**config.mk**
```make
export PLATFORM = sky130hd
export DESIGN_NAME = memory_cycle_flat
export DESIGN_NICKNAME = d
export VERILOG_FILES = /design/src/rtl/memory_cycle_if.sv /design/src/rtl/memory_cycle.sv /design/src/flat_wrapper.sv
export SDC_FILE = /design/constraint.sdc
export NUM_CORES = 1
export LEC_CHECK = 0
export CAP_MARGIN = 5
export CORE_UTILIZATION = 43
export DETAILED_ROUTE_END_ITERATION = 10
export HOLD_SLACK_MARGIN = 0.1
export PLACE_DENSITY = 0.76
export SYNTH_ARGS = -nofsm -noshare
export SYNTH_HDL_FRONTEND = slang
export SYNTH_SLANG_ARGS = --single-unit
```
**constraint.sdc**
```tcl
create_clock -name clk -period 1.6 [get_ports clk]
set_input_delay 0.16 -clock clk [delete_from_list [all_inputs] [get_ports clk]]
set_output_delay 0.16 -clock clk [all_outputs]
set_load 0.01 [all_outputs]
```
**src/rtl/memory_cycle_if.sv**
```systemverilog
// Data-memory bus between the MEM stage and an external memory:
// a registered request with a one-cycle acknowledge pulse.
interface memory_cycle_if;
  logic        mem_req;
  logic        mem_we;
  logic [31:0] mem_addr;
  logic [31:0] mem_wdata;
  logic [31:0] mem_rdata;
  logic        mem_ack;

  modport master (
    output mem_req, mem_we, mem_addr, mem_wdata,
    input  mem_rdata, mem_ack
  );

  modport slave (
    input  mem_req, mem_we, mem_addr, mem_wdata,
    output mem_rdata, mem_ack
  );
endinterface

```
**src/rtl/memory_cycle.sv**
```systemverilog
// MIPS memory stage: runs loads/stores over a variable-latency req/ack bus,
// stalls the pipeline while an access is outstanding and drives MEM/WB.
module memory_cycle #(
  parameter int TIMEOUT = 16
) (
  input  logic                  clk,
  input  logic                  rst,
  input  logic                  RegWriteM,
  input  logic                  MemtoRegM,
  input  logic                  MemWriteM,
  input  logic                  BranchM,
  input  logic                  ZeroM,
  input  logic [31:0]           ALUOutM,
  input  logic [31:0]           WriteDataM,
  input  logic [4:0]            WriteRegM,
  output logic                  PCSrcM,
  output logic                  StallM,
  memory_cycle_if.master        mem,
  output logic                  RegWriteW,
  output logic                  MemtoRegW,
  output logic [31:0]           ReadDataW,
  output logic [31:0]           ALUOutW,
  output logic [4:0]            WriteRegW,
  output logic                  AlignErrW,
  output logic                  BusErrW
);

  typedef enum logic [1:0] {S_IDLE, S_REQ, S_DONE} state_t;

  state_t      r_state, w_state_next;
  logic [7:0]  r_cnt;
  logic [31:0] r_rbuf;
  logic        r_bus_err_pend;
  logic        r_mem_req, r_mem_we;
  logic [31:0] r_mem_addr, r_mem_wdata;

  logic        r_reg_write_w, r_memto_reg_w, r_align_err_w, r_bus_err_w;
  logic [31:0] r_read_data_w, r_alu_out_w;
  logic [4:0]  r_write_reg_w;

  logic        w_access, w_misaligned, w_timeout;
  logic        w_stall, w_issue, w_capture, w_abort, w_cnt_inc;
  logic        w_reg_write_w, w_memto_reg_w, w_align_err_w, w_bus_err_w;
  logic [31:0] w_read_data_w;

  assign w_access     = MemtoRegM | MemWriteM;
  assign w_misaligned = (ALUOutM[1:0] != 2'b00);
  assign w_timeout    = (r_cnt == 8'(TIMEOUT - 1));

  always_comb begin
    w_state_next  = r_state;
    w_stall       = 1'b0;
    w_issue       = 1'b0;
    w_capture     = 1'b0;
    w_abort       = 1'b0;
    w_cnt_inc     = 1'b0;
    w_reg_write_w = 1'b0;
    w_memto_reg_w = 1'b0;
    w_align_err_w = 1'b0;
    w_bus_err_w   = 1'b0;
    w_read_data_w = 32'd0;
    case (r_state)
      S_IDLE: begin
        if (w_access && !w_misaligned) begin
          w_stall      = 1'b1;
          w_issue      = 1'b1;
          w_state_next = S_REQ;
        end else if (w_access) begin
          w_align_err_w = 1'b1;
        end else begin
          w_reg_write_w = RegWriteM;
        end
      end
      S_REQ: begin
        w_stall = 1'b1;
        // An ack in the final counted cycle still wins over the timeout.
        if (mem.mem_ack) begin
          w_capture    = 1'b1;
          w_state_next = S_DONE;
        end else if (w_timeout) begin
          w_abort      = 1'b1;
          w_state_next = S_DONE;
        end else begin
          w_cnt_inc = 1'b1;
        end
      end
      S_DONE: begin
        w_state_next = S_IDLE;
        if (r_bus_err_pend) begin
          w_bus_err_w = 1'b1;
        end else begin
          w_reg_write_w = RegWriteM;
          w_memto_reg_w = MemtoRegM;
          w_read_data_w = MemtoRegM ? r_rbuf : 32'd0;
        end
      end
      default: w_state_next = S_IDLE;
    endcase
  end

  always_ff @(posedge clk or negedge rst) begin
    if (!rst) begin
      r_state        <= S_IDLE;
      r_cnt          <= 8'd0;
      r_rbuf         <= 32'd0;
      r_bus_err_pend <= 1'b0;
      r_mem_req      <= 1'b0;
      r_mem_we       <= 1'b0;
      r_mem_addr     <= 32'd0;
      r_mem_wdata    <= 32'd0;
    end else begin
      r_state <= w_state_next;
      if (w_issue) begin
        r_mem_req      <= 1'b1;
        r_mem_we       <= MemWriteM & ~MemtoRegM;
        r_mem_addr     <= {ALUOutM[31:2], 2'b00};
        r_mem_wdata    <= WriteDataM;
        r_cnt          <= 8'd0;
        r_bus_err_pend <= 1'b0;
      end
      if (w_capture) begin
        r_mem_req <= 1'b0;
        r_rbuf    <= mem.mem_rdata;
      end
      if (w_abort) begin
        r_mem_req      <= 1'b0;
        r_bus_err_pend <= 1'b1;
      end
      if (w_cnt_inc) begin
        r_cnt <= r_cnt + 8'd1;
      end
    end
  end

  always_ff @(posedge clk or negedge rst) begin
    if (!rst) begin
      r_reg_write_w <= 1'b0;
      r_memto_reg_w <= 1'b0;
      r_read_data_w <= 32'd0;
      r_alu_out_w   <= 32'd0;
      r_write_reg_w <= 5'd0;
      r_align_err_w <= 1'b0;
      r_bus_err_w   <= 1'b0;
    end else begin
      r_reg_write_w <= w_reg_write_w;
      r_memto_reg_w <= w_memto_reg_w;
      r_read_data_w <= w_read_data_w;
      r_alu_out_w   <= ALUOutM;
      r_write_reg_w <= WriteRegM;
      r_align_err_w <= w_align_err_w;
      r_bus_err_w   <= w_bus_err_w;
    end
  end

  assign PCSrcM        = BranchM & ZeroM;
  assign StallM        = w_stall;
  assign mem.mem_req   = r_mem_req;
  assign mem.mem_we    = r_mem_we;
  assign mem.mem_addr  = r_mem_addr;
  assign mem.mem_wdata = r_mem_wdata;
  assign RegWriteW     = r_reg_write_w;
  assign MemtoRegW     = r_memto_reg_w;
  assign ReadDataW     = r_read_data_w;
  assign ALUOutW       = r_alu_out_w;
  assign WriteRegW     = r_write_reg_w;
  assign AlignErrW     = r_align_err_w;
  assign BusErrW       = r_bus_err_w;

endmodule

```
**src/flat_wrapper.sv**
```systemverilog
// flat-port wrapper written by rule: the top's interface ports become plain ports
module memory_cycle_flat 
#(
  parameter int TIMEOUT = 16
)
  (clk, rst, RegWriteM, MemtoRegM, MemWriteM, BranchM, ZeroM, ALUOutM, WriteDataM, WriteRegM, PCSrcM, StallM, RegWriteW, MemtoRegW, ReadDataW, ALUOutW, WriteRegW, AlignErrW, BusErrW, mem_mem_req, mem_mem_we, mem_mem_addr, mem_mem_wdata, mem_mem_rdata, mem_mem_ack);
  memory_cycle_if mem_i ();
  input  logic clk;
  input  logic rst;
  input  logic RegWriteM;
  input  logic MemtoRegM;
  input  logic MemWriteM;
  input  logic BranchM;
  input  logic ZeroM;
  input  logic [31:0] ALUOutM;
  input  logic [31:0] WriteDataM;
  input  logic [4:0] WriteRegM;
  output logic PCSrcM;
  output logic StallM;
  output logic RegWriteW;
  output logic MemtoRegW;
  output logic [31:0] ReadDataW;
  output logic [31:0] ALUOutW;
  output logic [4:0] WriteRegW;
  output logic AlignErrW;
  output logic BusErrW;
  output wire logic [$bits(mem_i.mem_req)-1:0] mem_mem_req;
  output wire logic [$bits(mem_i.mem_we)-1:0] mem_mem_we;
  output wire logic [$bits(mem_i.mem_addr)-1:0] mem_mem_addr;
  output wire logic [$bits(mem_i.mem_wdata)-1:0] mem_mem_wdata;
  input wire logic [$bits(mem_i.mem_rdata)-1:0] mem_mem_rdata;
  input wire logic [$bits(mem_i.mem_ack)-1:0] mem_mem_ack;
  assign mem_mem_req = mem_i.mem_req;
  assign mem_mem_we = mem_i.mem_we;
  assign mem_mem_addr = mem_i.mem_addr;
  assign mem_mem_wdata = mem_i.mem_wdata;
  assign mem_i.mem_rdata = mem_mem_rdata;
  assign mem_i.mem_ack = mem_mem_ack;
  memory_cycle #(.TIMEOUT(TIMEOUT)) u_core (.clk(clk), .rst(rst), .RegWriteM(RegWriteM), .MemtoRegM(MemtoRegM), .MemWriteM(MemWriteM), .BranchM(BranchM), .ZeroM(ZeroM), .ALUOutM(ALUOutM), .WriteDataM(WriteDataM), .WriteRegM(WriteRegM), .PCSrcM(PCSrcM), .StallM(StallM), .mem(mem_i), .RegWriteW(RegWriteW), .MemtoRegW(MemtoRegW), .ReadDataW(ReadDataW), .ALUOutW(ALUOutW), .WriteRegW(WriteRegW), .AlignErrW(AlignErrW), .BusErrW(BusErrW));
endmodule
```
### After elaboration in Yosys (flattened, before gate mapping)

Cells that the tools add are included.

* register bits after elaboration: 180
* input bits: 109
* output and inout bits: 141
* logic and storage cells: 69

* $add $sub $neg: 1
* eq/ne operators: 5
* multiplexer cells: 36
* bitwise operators: 4
* reductions and logical operators: 8

Operators with widths (count)
* 2-to-1 mux 32 bit: 3
* 2-to-1 mux 1 bit: 25
* 2-to-1 mux 8 bit: 2
* adder 8 x 1 -> 8 bit (second input constant): 1
* equality test 8 x 4 -> 1 bit (second input constant): 1
* 2-to-1 mux 2 bit: 3
* nonzero test 2 bit: 3
* case mux 1 bit (2 select lines): 2
* case mux 2 bit (2 select lines): 1
* != test 3 x 2 -> 1 bit (second input constant): 1
* nonzero test 3 bit: 1
* bitwise AND 1 bit: 2
* equality test 2 x 1 -> 1 bit (second input constant): 1
* equality test 2 bit (second input constant): 1
* logical NOT 2 bit: 1
* != test 2 x 1 -> 1 bit (second input constant): 1
* AND reduction 2 bit: 1
* logical AND 1 bit: 1
* logical NOT 1 bit: 1
* inverter 1 bit: 1
* OR 1 bit: 1

### Logic depth before layout (Yosys ltp)

Gate-level depths: netlist of run 1.

* depth in word-level cells: 8
* gate-level depth with buffers: 7
* mapped depth without buffers: 5

### Worst setup path after synthesis of run 1

OpenSTA, ideal clock, no wires.

* path type: register to output
* start: register u_core.r_state[0]
* end: output port StallM
* arrival: 1366 ps
* data required time: 1440 ps
* slack: 74 ps
* cell stages (with the launch flop): 7
* buffers on the path: 3
* cells stage by stage: dfrtp_1 -> buf_4 -> nor4_4 -> o21ai_1 -> buf_2 -> buf_6 -> nand2_1

* word-level cells in the longest chain between the ends: 2
* elaborated cells on any way between the ends: 3
* classes of those cells: 1 x eq/ne; 1 x mux; 1 x reduce/logical

Ends and longest elaborated chain
* start: declaration: RTL line memory_cycle.sv:30 `state_t r_state, w_state_next;`
* start signal: assignment: RTL line memory_cycle.sv:112 `r_state <= w_state_next;`
* equality test 2 x 1 -> 1 bit / logical NOT 2 bit (equally long branches): RTL line memory_cycle.sv:62 `case (r_state)`
* case mux 1 bit (2 select lines) *: RTL line memory_cycle.sv:62
* end: declaration: RTL line flat_wrapper.sv:19 `output logic StallM;`

Every way passes the cells marked *; elsewhere a longest branch is shown, timed or not.

### Final worst setup path of run 1

* start: register u_core.r_state[0]
* end: register u_core.r_mem_addr[17] (netlist: u_core.mem.mem_addr[17])

* word-level cells in the longest chain between the ends: 2

Ends and longest elaborated chain
* logical NOT 2 bit: RTL line memory_cycle.sv:62
* 2-to-1 mux 1 bit: RTL line memory_cycle.sv:62
* end signal: assignment: RTL line memory_cycle.sv:116 `r_mem_addr <= {ALUOutM[31:2], 2'b00};`
* end: declaration: RTL line memory_cycle.sv:35 `logic [31:0] r_mem_addr, r_mem_wdata;`

Every way passes these cells.
A chain may end at the register's enable or synchronous reset.

==> run summary, run 1 <==
Outcome -> complete, but fails checks
Failing checks -> negative setup slack
First-pass GRT wire length -> 23930 µm
DR vias/cell -> 4.811
Crit path arrival time -> 2.06 ns
Clk_lat worst skew -> 0.42 ns
TritonCTS Buffers -> 17
Switching pwr -> 3.833 mW
Detail Route Antenna Nets -> 0
Critical Path Start -> u_core.r_state[0]
Nets -> 892
Leakage Power -> 4.770 nW
Slack of the worst reg-to-reg path -> -0.10 ns
Sequential power share -> 45.2%
Layout Cells excl Fill -> 979
Crit Reg-Reg Startpoint -> u_core.r_state[0]
Row cnt -> 44
Routed wire length on met3 -> 1735 µm
First DRT Iteration DRCs -> 201
Post-place setup slack -> -0.2850 ns
Boundary Pins -> 250
Worst Skew -> 0.007344 ns
Die width -> 123.4 µm
Synth unique cells -> 36
Final TNS setup -> -2.107 ns
WP data required -> 1.96 ns
Clk pwr share -> 28.8%
Gp weighted congestion -> 0.8458
Vias in the first global route -> 4778
Post-synthesis simple-gate area fraction -> 17.92%
DRC -> 0
Drt pass-1 iters -> 6
Met2 wire length -> 8265 µm
Max Slew Vio Count -> 0
Max Cap Viol -> 0
Placed cells -> 939
Max clock buf depth -> 2
Final WL -> 16130 µm
Startpoint type of the worst setup path -> flip-flop
Critical path type -> flip-flop to flip-flop
Max IR drop VDD -> 0.001008 V
Largest net degree at the start of global routing -> 67
N_diodes -> 0
RSZ-0062 raised after global routing -> yes
Fin area -> 10090 µm²
Grt ovf -> 0
Hold crit path type -> input pin to flip-flop
Power Dens Cells -> 1349 nW/µm²
Compound-Gate Fraction of Synth Area -> 1.519%
Clock sinks -> 180
Core Box Area -> 14480 µm²
Share of cells above drive strength 1 -> 19.50%
FMAX -> 0.5866 GHz
Final HPWL DP -> 10630 µm
Yosys Warn Count -> 0
Syn Std Cell Area -> 6341 µm²
Final period util -> 106.5%
Synthesized area per cell -> 12.38 µm²
Combinational power share -> 25.9%
Worst-path maximum fanout -> 7
Mux cell area share after synthesis -> 6.156%
Root Driver -> clkbuf_16
I/O Buffers -> 247
WL/cell -> 16.47 µm
Switching Share -> 28.16%
Critical path endpoint category -> flip-flop
# fillers -> 980
DP Area -> 9110 µm²
Tot GR Track Use -> 21.14%
Final setup vio count -> 32
Metal1 wirelength -> 5851 µm
CP endpoint -> u_core.mem.mem_addr[17]
Post-Route Utilization -> 69.67%
Top sig layer -> met4
Final min period -> 1.705 ns
Post-Syn Instances -> 512
Synth Register Bits -> 180
Post-route setup slack -> -0.1048 ns
Largest family of logic cells by synthesized area -> simple AND/OR/NAND/NOR gates
Worst-path clk slew -> 0.07 ns
Initial antenna violation count -> 0
Internal -> 9.776 mW
Sequential area share after synthesis -> 71.03%
CTS tree -> yes
Area growth syn-to-layout -> 59.08%
H-tree level count -> 4
Die height -> 123.4 µm
Reg2reg path depth -> 7
Reg-to-reg critical path endpoint -> u_core.mem.mem_addr[17]
Post-synthesis adder-cell area fraction -> 0.1973%
Final hold violations -> 0
Via count -> 4710
XOR/XNOR Fraction of Synth Area -> 0.1381%
WHS Path Cells -> 1
Initial Utilization -> 43.80%
Die area -> 15240 µm²
## per-stage QoR
stage                     hold WS (ns)  power (mW)
final                           0.1760       13.61
after floorplan                -0.1356       7.480
after global placement          0.1131       9.359
after CTS                       0.1600       13.59
after global routing            0.1511       14.38
after detailed placement        0.1165       9.544
## sequential cells by signal, indices dropped and copies added, names as in the netlist
| name | cells |
|---|---|
| u_core.mem.mem_addr | 30 |
| u_core.AlignErrW | 1 |
| u_core.r_cnt | 8 |
| u_core.WriteRegW | 5 |
| u_core.mem.mem_req | 1 |
| u_core.r_state | 2 |
| u_core.ALUOutW | 32 |
| u_core.MemtoRegW | 1 |
| u_core.r_bus_err_pend | 1 |
| u_core.r_rbuf | 32 |
| u_core.mem.mem_we | 1 |
| u_core.BusErrW | 1 |
| u_core.RegWriteW | 1 |
| u_core.ReadDataW | 32 |
| u_core.mem.mem_wdata | 32 |
## logic make-up (layout without fill, tap and decap cells)
| logic type | count (synthesis) | count (layout) |
|---|---|---|
| DFF | 180 | 180 |
| buffers and inverters | 26 | 308 |
| other | 1 | 2 |
| xor gates and xnor gates | 1 | 1 |
| muxes | 35 | 35 |
| adders and majority gates | 1 | 1 |
| AOI/OAI and AO/OA | 13 | 13 |
| and+or+nand+nor | 255 | 255 |
## cells in the mapped netlist
| master | instances | share of area, % |
|---|---|---|
| a21oi_1 | 5 | 0.39 |
| a21oi_4 | 1 | 0.26 |
| a31oi_1 | 1 | 0.099 |
| a31oi_2 | 1 | 0.20 |
| and2_1 | 33 | 3.3 |
| and2b_1 | 1 | 0.12 |
| and3_1 | 3 | 0.30 |
| and4bb_2 | 1 | 0.20 |
| buf_2 | 4 | 0.32 |
| buf_4 | 5 | 0.59 |
| buf_6 | 9 | 1.6 |
| clkbuf_1 | 6 | 0.36 |
| conb_1 | 1 | 0.059 |
| dfrtp_1 | 180 | 71 |
| ha_1 | 1 | 0.20 |
| inv_1 | 2 | 0.12 |
| mux2_2 | 32 | 5.7 |
| mux2i_1 | 3 | 0.47 |
| nand2_1 | 194 | 11 |
| nand2b_1 | 2 | 0.20 |
| nand3_1 | 3 | 0.24 |
| nand3b_1 | 1 | 0.12 |
| nand4_1 | 1 | 0.099 |
| nor2_1 | 6 | 0.36 |
| nor3_1 | 1 | 0.079 |
| nor3b_1 | 2 | 0.24 |
| nor4_1 | 1 | 0.099 |
| nor4_4 | 2 | 0.67 |
| o21ai_0 | 1 | 0.079 |
| o21ai_1 | 2 | 0.16 |
| o221ai_2 | 1 | 0.24 |
| o22ai_1 | 1 | 0.099 |
| or2_1 | 2 | 0.20 |
| or2_2 | 1 | 0.099 |
| or3b_4 | 1 | 0.18 |
| xor2_1 | 1 | 0.14 |
## routing by layer
layer	vias to the layer above	global-route usage (%)
li1	2164	-
met1	2313	23.63
met2	212	35.72
met3	21	10.29
met4	0	5.949
met5	-	0
## power groups by stage
| stage | Sequential [mW] | Clock [mW] | Combinational (mW) |
|---|---|---|---|
| 2_1_floorplan | 6.42 | 0 | 1.06 |
| 3_3_place_gp | 6.15 | 0 | 3.21 |
| 3_5_place_dp | 6.23 | 0 | 3.31 |
| 4_1_cts | 6.16 | 4.01 | 3.42 |
| 5_1_grt | 6.29 | 4.25 | 3.85 |
| 6_report | 6.16 | 3.92 | 3.53 |
## how the worst min path moves through the flow
stage | startpoint | to | slack (ns)
after detailed placement | rst | u_core.r_rbuf[18] | 0.12
after CTS | WriteRegM[4] | u_core.WriteRegW[4] | 0.16
after floorplan | rst | u_core.ALUOutW[0] | -0.14
final | WriteRegM[4] | u_core.WriteRegW[4] | 0.18
after global placement | rst | u_core.ReadDataW[11] | 0.11
after global routing | WriteRegM[2] | u_core.WriteRegW[2] | 0.15
## final cells by class
type / count / area [µm²] / share of cell area (%)
flip-flops and latches: 180 / 4504 / 44.65
repair buffers: 274 / 2858 / 28.33
multi-input cells: 307 / 1923 / 19.06
clock buffers: 19 / 452.9 / 4.490
well taps: 184 / 230.2 / 2.282
clock inverters: 13 / 111.4 / 1.104
inverters: 2 / 7.507 / 0.07442
## repair_timing
item / in CTS / in global routing
endpoints found under the setup margin: 69 / 72
gates cloned: 3 / 1
buffers inserted: 3 / 1
pin swaps: 11 / 26
endpoints found under the hold margin: 180 / 0
hold buffers: 1 / 0
resized for setup: 22 / 71
## critical path, cell delays in order, from the launching register on
cell and delay, ns:
dfrtp_1 0.42, nor4_4 0.39, buf_4 0.18, and2b_4 0.23, buf_6 0.15, buf_12 0.15
nand2_2 0.06, nand2_1 0.07
## layout by cell type, fill, tap and decap left out, types with 2 or more instances in the layout
cell             Yosys  layout
nor3b_1              2       2
clkinvlp_4           0       4
nor4_4               2       2
buf_6                9       4
clkbuf_16            0      18
clkbuf_8             0       2
nand2b_1             2       2
buf_16               0       2
nand3_1              3       3
mux2_2              32      32
conb_1               1       2
mux2i_1              3       3
inv_6                0       7
inv_1                2       2
and3_1               3       3
a21oi_1              5       5
nand2_2              0      26
and2_1              33      33
buf_12               0       9
nor2_1               6       5
clkdlybuf4s50_1      0     245
dfrtp_1            180     180
nand2_1            194     143
nand2_4              0      25
buf_4                5      12
No activity file was read; power rests on OpenSTA's default activity.
==> inputs of run 2 (changes only) <==
- CORE_UTILIZATION: 43 -> 45
- CTS_BUF_LIST: unset -> sky130_fd_sc_hd__clkbuf_2
- PLACE_DENSITY: 0.76 -> 0.79
- clock period: 1.6 -> 1.9 ns (I/O delays scaled with it)
==> run summary, run 2 (synthesis results as in run 1) <==
Outcome -> complete, but fails checks (unchanged)
Failing checks -> negative setup slack (unchanged)
Grt ovf -> 0 (unchanged)
Crit Reg-Reg Startpoint -> u_core.r_state[0] (unchanged)
Die width -> 120.7 µm (was 123.4 µm)
Final WL -> 16780 µm (was 16130 µm)
Initial antenna violation count -> 0 (unchanged)
Commonest non-fill, non-tap cell in the layout -> nand2_1 (was clkdlybuf4s50_1)
Max IR drop VDD -> 0.0006040 V (was 0.001008 V)
Die height -> 120.7 µm (was 123.4 µm)
Die area -> 14570 µm² (was 15240 µm²)
Drt pass-1 iters -> 4 (was 6)
Switching Share -> 30.34% (was 28.16%)
RSZ-0062 raised after global routing -> yes (unchanged)
Gp weighted congestion -> 0.7802 (was 0.8458)
Share of cells above drive strength 1 -> 11.67% (was 19.50%)
Critical path type -> flip-flop to output port (was flip-flop to flip-flop)
Detail Route Antenna Nets -> 0 (unchanged)
Layout Cells excl Fill -> 1080 (was 979)
Worst-path clk slew -> 0.24 ns (was 0.07 ns)
Final setup vio count -> 1 (was 32)
Final hold violations -> 0 (unchanged)
Clk pwr share -> 19.8% (was 28.8%)
I/O Buffers -> 247 (unchanged)
WP data required -> 1.71 ns (was 1.96 ns)
Max_slew headroom -> 48.33%
Via count -> 5059 (was 4710)
Startpoint type of the worst setup path -> flip-flop (unchanged)
Worst Tran Pin Value -> 0.7724 ns
Placed cells -> 929 (was 939)
Critical path endpoint category -> output port (was flip-flop)
Most frequent cells in the layout -> 190 x nand2_1, 180 x dfrtp_1, 133 x dlygate4sd2_1 (was 245 x clkdlybuf4s50_1, 180 x dfrtp_1, 143 x nand2_1)
Post-place setup slack -> -0.05505 ns (was -0.2850 ns)
Initial Utilization -> 45.86% (was 43.80%)
Final HPWL DP -> 10250 µm (was 10630 µm)
Post-route setup slack -> -0.1133 ns (was -0.1048 ns)
First DRT Iteration DRCs -> 320 (was 201)
CP cell instances -> nor4_4 -> o21ai_4 -> nand2_2 -> buf_6 (was nor4_4 -> buf_4 -> and2b_4 -> buf_6 -> buf_12 -> nand2_2 -> nand2_1)
WL/cell -> 15.53 µm (was 16.47 µm)
Power Dens Cells -> 951.0 nW/µm² (was 1349 nW/µm²)
DR vias/cell -> 4.684 (was 4.811)
Vias in the first global route -> 5327 (was 4778)
CP max stage delay -> 0.47 ns (was 0.42 ns)
Boundary Pins -> 250 (unchanged)
Largest net degree at the start of global routing -> 75 (was 67)
First-pass GRT wire length -> 26590 µm (was 23930 µm)
Final min period -> 2.013 ns
Clk_lat worst skew -> 0.71 ns (was 0.42 ns)
CTS tree -> yes (unchanged)
Max Cap Viol -> 0 (unchanged)
Critical Path Start -> u_core.r_state[0] (unchanged)
Combinational power share -> 27.7% (was 25.9%)
Leakage Power -> 5.265 nW (was 4.770 nW)
FMAX -> 0.4967 GHz
Total power draw -> 9.784 mW (was 13.61 mW)
Crit path arrival time -> 1.82 ns (was 2.06 ns)
Final period util -> 106.0%
Max clock buf depth -> 2 (unchanged)
TritonCTS Buffers -> 17 (unchanged)
Core Box Area -> 13830 µm² (was 14480 µm²)
Root Driver -> clkbuf_2 (was clkbuf_16)
Sequential power share -> 52.5% (was 45.2%)
Tot GR Track Use -> 24.15% (was 21.14%)
Switching pwr -> 2.969 mW (was 3.833 mW)
Nets -> 997 (was 892)
Hold_sp -> MemWriteM (was WriteRegM[4])
Worst-path maximum fanout -> 2 (was 7)
Clock sinks -> 180 (unchanged)
H-tree level count -> 4 (unchanged)
Max Slew Vio Count -> 0 (unchanged)
DRC -> 0 (unchanged)
Slowest-stage cell, CP -> dfrtp_1 (unchanged)
N_diodes -> 0 (unchanged)
# fillers -> 889 (was 980)
Area growth syn-to-layout -> 62.25% (was 59.08%)
Worst Skew -> 0.02203 ns (was 0.007344 ns)
Row cnt -> 43 (was 44)
Hold crit path type -> input pin to flip-flop (unchanged)
Internal -> 6.815 mW (was 9.776 mW)
[run 2: changes by cell type in the layout (fill, tap and decap cells not counted), sizes merged]
cell / before / now
clkdlybuf4s50: 245 / 108
dlygate4sd2: 0 / 133
dlygate4sd3: 1 / 105
clkinv: 1 / 5
dlymetal6s2s: 0 / 4
inv: 10 / 6
buf: 27 / 29
bufinv: 0 / 2
clkbuf: 20 / 18
clkinvlp: 4 / 3
[run 2: worst max-delay path: cells and delay by family, from the launching register on]
kind / cells / cell delay [ns]
AO/OA/AOI/OAI: 1 / 0.11
buffers and inverters: 1 / 0.11
flip-flops: 1 / 0.47
AND/OR/NAND/NOR: 2 / 0.43
[run 2: layout make-up]
class | count | area (µm²) | share of cell area [%]
Timing Repair Buffer | 379 | 3635 | 35.33
Tap cell | 180 | 225.2 | 2.189
Sequential cell | 180 | 4504 | 43.78
Inverter | 2 | 7.507 | 0.07297
Multi-Input combinational cell | 307 | 1674 | 16.27
Clock buffer | 18 | 90.09 | 0.8756
Clock inverter | 14 | 152.6 | 1.484
[run 2: timing repair]
item | CTS | global route
pin swaps | 1 | 1
buffers inserted | 13 | 1
gates resized for setup | 140 | 7
hold endpoints to repair | 314 | 0
endpoints found under the setup margin | 134 | 5
hold buffers | 105 | 0
[run 2: routing by layer]
layer,GRT usage (%),up-vias,routed length [µm],share of wire [%]
met5,0,-,0,0
met4,9.028,0,306,1.8
met3,7.736,26,1267,7.6
met2,41.92,220,8745,52
met1,27.86,2448,6455,38
li1,-,2365,-,-
[run 2: worst paths after layout]
kind	end	slack [ns]	depth (start not counted)
min in group asynchronous	u_core.ReadDataW[8]	0.60	3
max in group asynchronous	u_core.ALUOutW[1]	0.36	4
max reg2reg	u_core.mem.mem_wdata[1]	0.06	8
min reg2reg	u_core.mem.mem_addr[7]	0.50	2
min	u_core.mem.mem_we	0.23	3
max	StallM	-0.11	4
[run 2: power groups by stage]
stage / combinational (mW) / sequential, mW / clock [mW]
3_5_place_dp: 2.76 / 5.23 / 0
4_1_cts: 2.69 / 5.12 / 2.02
3_3_place_gp: 2.68 / 5.18 / 0
2_1_floorplan: 0.896 / 5.40 / 0
6_report: 2.71 / 5.14 / 1.93
5_1_grt: 2.94 / 5.24 / 2.16
[run 2: stage by stage]
stage | util (%) | TNS (ns) | cell area, µm² | hold slack (ns)
after global routing | 74.41 | -0.5400 | 10290 | 0.1397
after detailed placement | 65.34 | -0.05505 | 9035 | 0.02415
after CTS | 74.23 | -0.2107 | 10260 | 0.1085
after floorplan | - | 0 | 6345 | -0.1056
after global placement | 65.34 | -0.03475 | 9035 | 0.02417
final | 74.41 | -0.1133 | 10290 | 0.2286
